--- config.mk ---
export PLATFORM = sky130hd
export DESIGN_NAME = periph_bus_arbiter
export DESIGN_NICKNAME = d
export VERILOG_FILES = /design/src/rtl/periph_bus_arbiter.sv
export SDC_FILE = /design/constraint.sdc
export NUM_CORES = 1
export LEC_CHECK = 0
export CAP_MARGIN = 15
export CORE_AREA = 2 2 119 121
export CTS_BUF_LIST = sky130_fd_sc_hd__clkbuf_4 sky130_fd_sc_hd__clkbuf_8 sky130_fd_sc_hd__clkbuf_16
export DETAILED_ROUTE_END_ITERATION = 10
export DIE_AREA = 0 0 121 123
export GPL_ROUTABILITY_DRIVEN = 0
export PLACE_DENSITY = 0.59
export SETUP_SLACK_MARGIN = 0.02
export SYNTH_ARGS = -nofsm -noshare
export SYNTH_HDL_FRONTEND = slang
export SYNTH_SLANG_ARGS = --single-unit
--- constraint.sdc ---
create_clock -name clk -period 2.1 [get_ports clk]
set_input_delay 0.63 -clock clk [delete_from_list [all_inputs] [get_ports clk]]
set_output_delay 0.63 -clock clk [all_outputs]
set_load 0.02 [all_outputs]
--- src/rtl/periph_bus_arbiter.sv ---
// Round-robin arbiter sharing one peripheral slave port between NUM_MASTERS masters,
// with a registered per-transaction grant and an optional no-response timeout.
module periph_bus_arbiter #(
   parameter int NUM_MASTERS    = 2,
   parameter int TIMEOUT_CYCLES = 16
) (
   input  logic                      clk,
   input  logic                      rst,
   input  logic [NUM_MASTERS-1:0]    m_read_request_i,
   input  logic [NUM_MASTERS-1:0]    m_write_request_i,
   input  logic [32*NUM_MASTERS-1:0] m_address_i,
   input  logic [32*NUM_MASTERS-1:0] m_write_data_i,
   output logic [32*NUM_MASTERS-1:0] m_read_data_o,
   output logic [NUM_MASTERS-1:0]    m_response_o,
   output logic [NUM_MASTERS-1:0]    m_error_o,
   output logic                      s_read_request_o,
   output logic                      s_write_request_o,
   output logic [31:0]               s_address_o,
   output logic [31:0]               s_write_data_o,
   input  logic [31:0]               s_read_data_i,
   input  logic                      s_response_i,
   output logic [NUM_MASTERS-1:0]    grant_o
);

   localparam int IDX_W = (NUM_MASTERS > 1) ? $clog2(NUM_MASTERS) : 1;
   localparam int TMR_W = (TIMEOUT_CYCLES > 0) ? $clog2(TIMEOUT_CYCLES + 1) : 1;
   localparam logic [TMR_W-1:0] TMR_LAST = TMR_W'((TIMEOUT_CYCLES > 0) ? TIMEOUT_CYCLES - 1 : 0);
   localparam logic [IDX_W-1:0] IDX_LAST = IDX_W'(NUM_MASTERS - 1);

   typedef enum logic {IDLE = 1'b0, BUSY = 1'b1} state_t;

   state_t                 state;
   logic [NUM_MASTERS-1:0] grant;
   logic [IDX_W-1:0]       win;
   logic [IDX_W-1:0]       ptr;
   logic [IDX_W-1:0]       next_win;
   logic [TMR_W-1:0]       timer;
   logic [NUM_MASTERS-1:0] req;
   logic                   any_req;
   logic                   found;
   logic                   w_rd;
   logic                   w_wr;
   logic [31:0]            w_addr;
   logic [31:0]            w_wdata;
   logic                   active;
   logic                   timeout_hit;
   logic                   done;
   logic                   rd_xfer;

   function automatic logic [IDX_W-1:0] wrap_idx(input int v);
      return IDX_W'(v % NUM_MASTERS);
   endfunction

   assign req     = m_read_request_i | m_write_request_i;
   assign any_req = |req;
   assign grant_o = grant;

   always_comb begin
      next_win = ptr;
      found    = 1'b0;
      for (int k = 0; k < NUM_MASTERS; k++) begin
         if (!found && req[wrap_idx(int'(ptr) + k)]) begin
            found    = 1'b1;
            next_win = wrap_idx(int'(ptr) + k);
         end
      end
   end

   // Handshake: a master's read/write request is its valid and must stay high until
   // m_response_o (its ready) pulses; dropping it early aborts the transaction. Towards
   // the slave, s_*_request_o is valid and s_response_i is ready, completing together.
   always_comb begin
      w_rd    = 1'b0;
      w_wr    = 1'b0;
      w_addr  = '0;
      w_wdata = '0;
      for (int i = 0; i < NUM_MASTERS; i++) begin
         w_rd    = w_rd | (grant[i] & m_read_request_i[i]);
         w_wr    = w_wr | (grant[i] & m_write_request_i[i]);
         w_addr  = w_addr  | ({32{grant[i]}} & m_address_i[32*i +: 32]);
         w_wdata = w_wdata | ({32{grant[i]}} & m_write_data_i[32*i +: 32]);
      end
   end

   assign active      = (state == BUSY) && (w_rd || w_wr);
   assign timeout_hit = (TIMEOUT_CYCLES != 0) && active && !s_response_i && (timer == TMR_LAST);
   assign done        = active && (s_response_i || timeout_hit);
   assign rd_xfer     = active && s_response_i && w_rd && !w_wr;

   assign s_write_request_o = active & w_wr;
   assign s_read_request_o  = active & w_rd & ~w_wr;
   assign s_address_o       = active ? w_addr : '0;
   assign s_write_data_o    = active ? w_wdata : '0;
   assign m_response_o      = done ? grant : '0;
   assign m_error_o         = timeout_hit ? grant : '0;

   always_comb begin
      m_read_data_o = '0;
      for (int i = 0; i < NUM_MASTERS; i++) begin
         m_read_data_o[32*i +: 32] = (rd_xfer && grant[i]) ? s_read_data_i : 32'h0;
      end
   end

   always_ff @(posedge clk) begin
      if (rst) begin
         state <= IDLE;
         grant <= '0;
         win   <= '0;
         ptr   <= '0;
         timer <= '0;
      end else begin
         case (state)
            IDLE: begin
               if (any_req) begin
                  state <= BUSY;
                  grant <= NUM_MASTERS'(1) << next_win;
                  win   <= next_win;
                  timer <= '0;
               end
            end
            BUSY: begin
               // Completion, timeout and abort all leave the same way.
               if (!active || done) begin
                  state <= IDLE;
                  grant <= '0;
                  ptr   <= (win == IDX_LAST) ? '0 : win + 1'b1;
               end else begin
                  timer <= timer + 1'b1;
               end
            end
            default: state <= IDLE;
         endcase
      end
   end

endmodule

==> flow_summary.json <==
{
  "grt_max_degree": 50,
  "total_power_uw": 1720,
  "io_pins": 303,
  "report.final.slew_viol_count": 0,
  "io_buffers": 302,
  "crit_slowest_cell": "buf_4",
  "seq_area_frac_synth_pct": 10.7,
  "antenna_cells": 0,
  "relSlewSlack_pct": 70.7,
  "ctsHoldBuffers": 0,
  "grt_pass1_vias": 3634,
  "ys_async_sr_fraction_pct": 0,
  "instances_no_fill": 823,
  "grt_usage_pct": 16.5,
  "drc": 0,
  "cts_buffers": 3,
  "clk_latency_ns": 0.24,
  "hold_viol_final": 0,
  "clock_sinks": 10,
  "rsz0062_at_grt": "yes",
  "ys_ff_latch": 10,
  "antenna_found_initial": 0,
  "crit_type": "in2out",
  "stdcell_area_um2": 6420,
  "synth_edf_count": 0,
  "num_vias": 3671,
  "gr-total-overflow": 0,
  "path_clk_slew_ns": 0.04,
  "fin_ws_ns": -0.381,
  "syn_nets": 467,
  "place_inst": 782,
  "ir_drop_mv": 0.334,
  "cp-start-kind": "input pin",
  "place_area_um2": 5530,
  "die_w_um": 121,
  "fp-row-count": 43,
  "dp_hpwl_mm": 10.0,
  "layout-drive-gt1-share_pct": 51.5,
  "hold_class": "reg2reg",
  "synth_area_per_cell_um2": 6.31,
  "wirelength_mm": 14.3,
  "crit_chain": "buf_8 -> buf_4 -> o21ai_4 -> nand2_2 -> nand2_4 -> buf_12 -> buf_12 -> buf_16 -> buf_6 -> nor2_1 -> buf_4",
  "tightest_slew_ns": 0.438,
  "via_per_inst": 4.46,
  "ys_types": 38,
  "status": "finished, violations left",
  "fin_nets": 813,
  "die_h_um": 123,
  "postSynthCellCount": 298,
  "tritoncts": "built",
  "clock-root-buffer": "clkbuf_16",
  "min_period_over_period_pct": 118,
  "setup_viol": 133,
  "final_common_cell": "clkdlybuf4s50_1",
  "final_cell_mix": "clkdlybuf4s50_1, buf_6, a22oi_1, and2_4, buf_4",
  "area_growth_pct": 242,
  "skew_ns": 0.00356,
  "synth_warnings": 0,
  "cp.required_ns": 1.47,
  "synthFlopType": "dfxtp_1",
  "critPathMaxFanout": 4,
  "power_density_nw_per_um2": 268,
  "die-area_um2": 14900,
  "totalNegativeSetupSlack_ns": -40.53,
  "cts_buffer_depth": 2,
  "p_leak_uw": 0.00271,
  "htreeDepth": 1,
  "arrival_ns": 1.85,
  "wl_per_cell_um": 17.4,
  "initial_core_util_pct": 13.8,
  "drt.antenna.violating_nets": 0,
  "grt_pass1_wl_mm": 19.5,
  "worst_setup_path_end_kind": "output port",
  "drt_pass1_iterations": 4,
  "failed_checks": "setup timing",
  "cpPeakStageDelay_ns": 0.16,
  "syn_area_um2": 1880,
  "fin_crit_ns": 2.48,
  "drtIter0Drc": 127,
  "fillers": 1309,
  "core_area_um2": 13600,
  "drv_cap": 0,
  "clock.fmax_mhz": 403
}
[stage by stage]
step                utilization (%)  worst slack [ns]  hold slack (ns)
floorplan                         -            -0.120            0.449
global placement               40.6             -1.17            0.458
global route                   47.2            -0.447            0.526
detailed placement             40.6             -1.21            0.500
CTS                            45.3            -0.521            0.506
finish                         47.2            -0.381            0.512
[per-layer routing]
metal,up-vias,global-route usage (%),routed length (um)
met5,-,0,0
met4,0,2.11,147
met3,13,2.68,937
met2,146,32.8,7820
met1,1763,18.6,5410
li1,1749,-,-
[sequential cells by signal, indices dropped and copies added, names as in the netlist]
register / cells
timer: 5
grant_o: 2
ptr: 1
win: 1
state: 1
[Yosys cell counts, types with 2 or more instances]
| master | n | share of area, % |
|---|---|---|
| nor2_1 | 69 | 14 |
| a22oi_1 | 65 | 26 |
| and2_1 | 64 | 21 |
| clkbuf_1 | 14 | 2.8 |
| dfxtp_1 | 10 | 11 |
| buf_2 | 9 | 2.4 |
| a21oi_1 | 7 | 1.9 |
| nand2_1 | 7 | 1.4 |
| clkbuf_2 | 6 | 1.6 |
| o21ai_0 | 6 | 1.6 |
| inv_1 | 5 | 1.0 |
| or2_2 | 3 | 1.0 |
| a21o_1 | 2 | 0.80 |
| and3_1 | 2 | 0.67 |
| ha_1 | 2 | 1.3 |
| nand2b_1 | 2 | 0.67 |
| nand4b_1 | 2 | 0.93 |
| nor4_1 | 2 | 0.67 |
| o32ai_1 | 2 | 0.93 |
[critical path, delay by kind of cell]
kind | cells | cell delay (ns)
compound gates | 1 | 0.13
simple gates | 3 | 0.25
buf+inv | 7 | 0.84
[layout make-up]
| class | count | area [um^2] | share of cell area [%] |
|---|---|---|---|
| inverter | 5 | 18.8 | 0.292 |
| multi-input combinational | 252 | 1900 | 29.5 |
| tap | 180 | 225 | 3.51 |
| clock buffer | 4 | 88.8 | 1.38 |
| sequential | 10 | 204 | 3.17 |
| timing repair buffer | 372 | 3990 | 62.1 |
[what timing repair did]
| action | in CTS | in global routing |
|---|---|---|
| setup buffers | 22 | 7 |
| pin swaps | 10 | 18 |
| gates cloned | 9 | 6 |
| resized for setup | 643 | 229 |
| endpoints found under the setup margin | 143 | 141 |
[logic make-up after synthesis]
kind of cell	Yosys count	synth area share, %
buffers and inverters	36	8.59
and+or+nand+nor	160	44.2
AOI/OAI and AO/OA	90	35.2
DFF	10	10.7
adders and majority gates	2	1.33
[worst paths after layout]
| kind | startpoint | to | slack [ns] | cells after the start |
|---|---|---|---|---|
| setup / recovery | m_write_request_i[1] | s_address_o[11] | -0.38 | 11 |
| hold / removal | win$_SDFFE_PP0P_ | ptr$_SDFFE_PP0P_ | 0.51 | 2 |
| setup reg to reg | timer[0]$_SDFFE_PP0P_ | timer[4]$_SDFFE_PP0P_ | 0.23 | 9 |
| hold reg to reg | win$_SDFFE_PP0P_ | ptr$_SDFFE_PP0P_ | 0.51 | 2 |
[where the power goes]
part | switching [uW] | internal (uW)
combinational | 464 | 664
sequential | 12.1 | 202
clock | 92.7 | 287
total | 569 | 1150
No activity file was read; power rests on OpenSTA's default activity.
==> RTL change 1 (same settings) <==
Change the parameter `NUM_MASTERS` from 2 to 1.
--- a/src/rtl/periph_bus_arbiter.sv
+++ b/src/rtl/periph_bus_arbiter.sv
@@ -3,3 +3,3 @@
 module periph_bus_arbiter #(
-   parameter int NUM_MASTERS    = 2,
+   parameter int NUM_MASTERS    = 1,
    parameter int TIMEOUT_CYCLES = 16
Ports: changed (8 resized); port bits go from 303 to 202. The function was not compared with the original's and may differ.
==> RTL change 1 against the original RTL <==
The run still ends with negative setup slack left; area after synthesis shrank 43%; worst setup slack better by 0.26 ns; total power fell by 41%; wire length decreased by 45%; final area shrank 37%; register-to-register slack got worse by 0.04 ns; synthesized cell count shrank 48%; final cell count shrank 31%; sequential cell count fell by 3; critical endpoint is now s_write_data_o[31]; largest power group unchanged; non-clock buffer count is 130 lower; first-iteration DRC count is 76% lower; critical path depth decreased by 3; fmax increased by 12%; clock power fell by 11%.
==> RTL change 1: results (changes against the original RTL) <==
[grt]
grt_pass1_wl_mm = 10.5  ; -46%
grt_util_all_layers = 0.0902  ; -0.0745
antenna_found_initial = 1  ; +1
grt_start_max_net_pins = 34  ; -32%

[timing]
fin_worst_skew_ns = 0.00391  ; +0.000349 ns
setup_violations = 51  ; -62%
worst_pin_slew_ns = 0.275  ; -0.164 ns
tns_ns = -3.23  ; +37.30 ns
worst_slack_ns = -0.124  ; +0.257 ns

[synth]
synth-compound-area-share = 0.0657  ; -0.286
ys_seq_area_frac = 0.131  ; +0.0249
ys_warn_count = 0  ; unchanged
synth_xor_area_frac = 0  ; unchanged
syn-num-nets = 259  ; -45%
synth_common_cells = and2_1 (64), and3_1 (32), clkbuf_1 (7), dfxtp_1 (7), nor2_1 (7)
synthMuxAreaShare = 0.00939  ; +0.00939
netlist_instances = 156  ; -48%
ys_types = 29  ; -24%
ys.flop_type = dfxtp_1
synth_area_leaders = and2_1 (38%), and3_1 (19%), dfxtp_1 (13%)
synthAdderAreaFrac = 0.0235  ; +0.0102
async_reset_ff_frac = 0  ; unchanged

[placed_design]
dp_hpwl_mm = 5.16  ; -49%
dpl.cell_count = 537  ; -31%
portBuffers = 201  ; -33%

[clock_network]
cts-buffers-inserted = 3  ; unchanged
clock_latency_ns = 0.23
ctsLongestPathBuffers = 2  ; unchanged

[routing]
drtIter0Drc = 31  ; -76%
drc = 0  ; unchanged
drt-total-wl_mm = 7.94  ; -45%
firstDrtPassIters = 4  ; unchanged
via_count = 2031  ; -45%

[worst_hold_path]
min_from = timer[4]
hold_end = timer[4]

[layout]
drive_gt1_frac = 0.574  ; +0.0589
final_cells = 568  ; -31%
nNetsFinal = 491  ; -40%

[run_status]
failed_checks = negative setup slack
status = finished, violations left

[setup_path]
r2r_end = timer[2]
ff2ff_path_depth = 8  ; -1
reg2reg_from = timer[1]
cp_max_fo = 7  ; +3
crit_arrival_ns = 1.59  ; -0.26 ns
reg2reg_slack_ns = 0.19  ; -0.04 ns

[power]
leakage_nw = 1.93  ; -29%
ir_worst_vdd_mv = 0.238  ; -29%

RTL change 1: worst max-delay path: stages:
cell,delay (ns)
buf_8,0.10
nor2_4,0.12
nor2_4,0.07
buf_12,0.14
buf_16,0.14
buf_6,0.11
and2_4,0.15
buf_6,0.12
RTL change 1: how the worst max path moves through the flow:
stage	from	to	depth (start not counted)
2_1_floorplan	grant_o	m_read_data_o[10]	4
3_3_place_gp	m_write_request_i	s_write_data_o[3]	6
3_5_place_dp	m_write_request_i	s_write_data_o[3]	6
4_1_cts	m_read_request_i	s_address_o[19]	9
5_1_grt	m_write_request_i	s_write_data_o[5]	8
6_report	m_write_request_i	s_write_data_o[31]	8
RTL change 1: routing by layer:
| layer | part of all wire | global-route usage | vias up | wire length (µm) |
|---|---|---|---|---|
| met5 | 0 | 0 | - | 0 |
| met4 | 0.0084 | 0.0218 | 0 | 67 |
| met3 | 0.11 | 0.0272 | 4 | 850 |
| met2 | 0.50 | 0.164 | 129 | 4010 |
| met1 | 0.38 | 0.103 | 917 | 3020 |
| li1 | - | - | 981 | - |
RTL change 1: stage by stage:
step	instance area, µm²	hold slack (ns)	setup slack (ns)
5_1_grt	4070	0.549	-0.154
2_1_floorplan	1080	0.443	0.0551
3_3_place_gp	3390	0.475	-0.950
6_report	4070	0.485	-0.124
4_1_cts	3950	0.489	-0.210
3_5_place_dp	3390	0.481	-0.977
RTL change 1: power breakdown:
part	internal [mW]	total, mW	switching (mW)
clock	0.266	0.339	0.0737
sequential	0.139	0.141	0.00270
combinational	0.349	0.534	0.185
RTL change 1: cells by family after synthesis:
group | count (synthesis)
adder cells (fa/ha/maj) | 2
flip-flops | 7
multiplexers | 1
AO/OA/AOI/OAI | 10
AND/OR/NAND/NOR | 120
buffers and inverters | 16
RTL change 1: cell type report:
cell class              count  area (µm²)
fillers                  1432        9540
repair buffers            242        2560
multi-input cells         133        1060
well taps                 180         225
flip-flops and latches      7         145
clock buffers               4        82.6
inverters                   1        3.75
diodes                      1        2.50
RTL change 1: timing repair:
action,CTS,global route
buffers inserted,20,3
hold endpoints to repair,0,0
gates resized for setup,534,140
pin swaps,7,37
hold buffers,0,0
setup endpoints to repair,100,99
cloned,4,2
==> RTL change 2 (same settings) <==
Made on the original files. Make the reset (`rst`) asynchronous in one clocked block.
--- a/src/rtl/periph_bus_arbiter.sv
+++ b/src/rtl/periph_bus_arbiter.sv
@@ -103,3 +103,3 @@
 
-   always_ff @(posedge clk) begin
+   always_ff @(posedge clk or posedge rst) begin
       if (rst) begin
Check against the original RTL: differs if rst is asserted again (counterexample within 4 cycles, from zero or initial values and one cycle with rst high); with rst held inactive, the same outputs for 4 cycles.
==> RTL change 2 against the original RTL <==
Worst setup slack improved by 0.094 ns; highest routed layer unchanged; fmax increased by 3.9%; the run still ends with negative setup slack left; count of clock-buffer cells in the layout unchanged; critical path type unchanged; die area unchanged; wire length decreased by 2.9%; sequential cell count unchanged; area after synthesis increased by 1.4%; largest cell class unchanged; final area increased by 2.8%; first-iteration DRC count increased by 6.3%.
Power is left out: it rests on default switching activity, and per cell area and clock period it moved more than threefold.
==> RTL change 2: results (changes against the original RTL) <==
[synth]
ys_seq_area_frac = 0.131  ; +0.0248
syn_area_per_cell_um2 = 6.59  ; +4.6%
syn-num-nets = 458  ; -1.9%
synth-compound-area-share = 0.354  ; +0.00171
ys_types = 30  ; -21%
synth_common_cells = nor2_1 (72), and2_1 (66), a22oi_1 (64)

[placed_design]
pre_cts_ws_ns = -1.13  ; +0.0767 ns
dp_hpwl_mm = 9.87  ; -1.6%

[grt]
met1_usage = 0.169  ; -0.0175
grt_start_max_net_pins = 40  ; -20%
met2_usage = 0.321  ; -0.00702
grt_pass1_vias = 3564  ; -1.9%

[layout]
drive_gt1_frac = 0.542  ; +0.0268
final_area_um2 = 6610  ; +2.8%
nFillCells = 1300  ; -0.69%

[routing]
drtIter0Drc = 135  ; +6.3%
vias_per_cell = 4.45  ; -0.23%
drt-total-wl_mm = 13.9  ; -2.9%

[timing]
setup_violations = 132  ; -0.75%
worst_slack_ns = -0.287  ; +0.0940 ns

[setup_path]
cp-endpoint = s_address_o[18]
startpoint = m_read_request_i[0]
reg2reg_from = timer[0]

[run_status]
status = finished, violations left
failed_checks = negative setup slack

[RTL change 2: cell type report]
cell class / instances / share of cell area
inverters: 3 / 0.00170
multi-input cells: 245 / 0.320
repair buffers: 364 / 0.593
flip-flops and latches: 10 / 0.0383
clock buffers: 4 / 0.0125
well taps: 180 / 0.0341
[RTL change 2: metal layers]
metal  vias up  share of wire
met5         -              0
met1      1700           0.35
met4         0         0.0076
li1       1698              -
met2       180           0.55
met3         9          0.086
[RTL change 2: worst max-delay path, stage by stage]
cell and delay [ns]:
buf_8 0.10, o21a_4 0.22, o21ai_4 0.19, buf_6 0.16
buf_12 0.12, buf_16 0.14, nor2_4 0.04, buf_6 0.13
[RTL change 2: what timing repair did]
item | CTS | global route
hold endpoints to repair | 0 | 0
pin swaps | 60 | 58
resized for setup | 811 | 168
cloned | 10 | 4
setup endpoints to repair | 136 | 133
setup buffers | 16 | 3
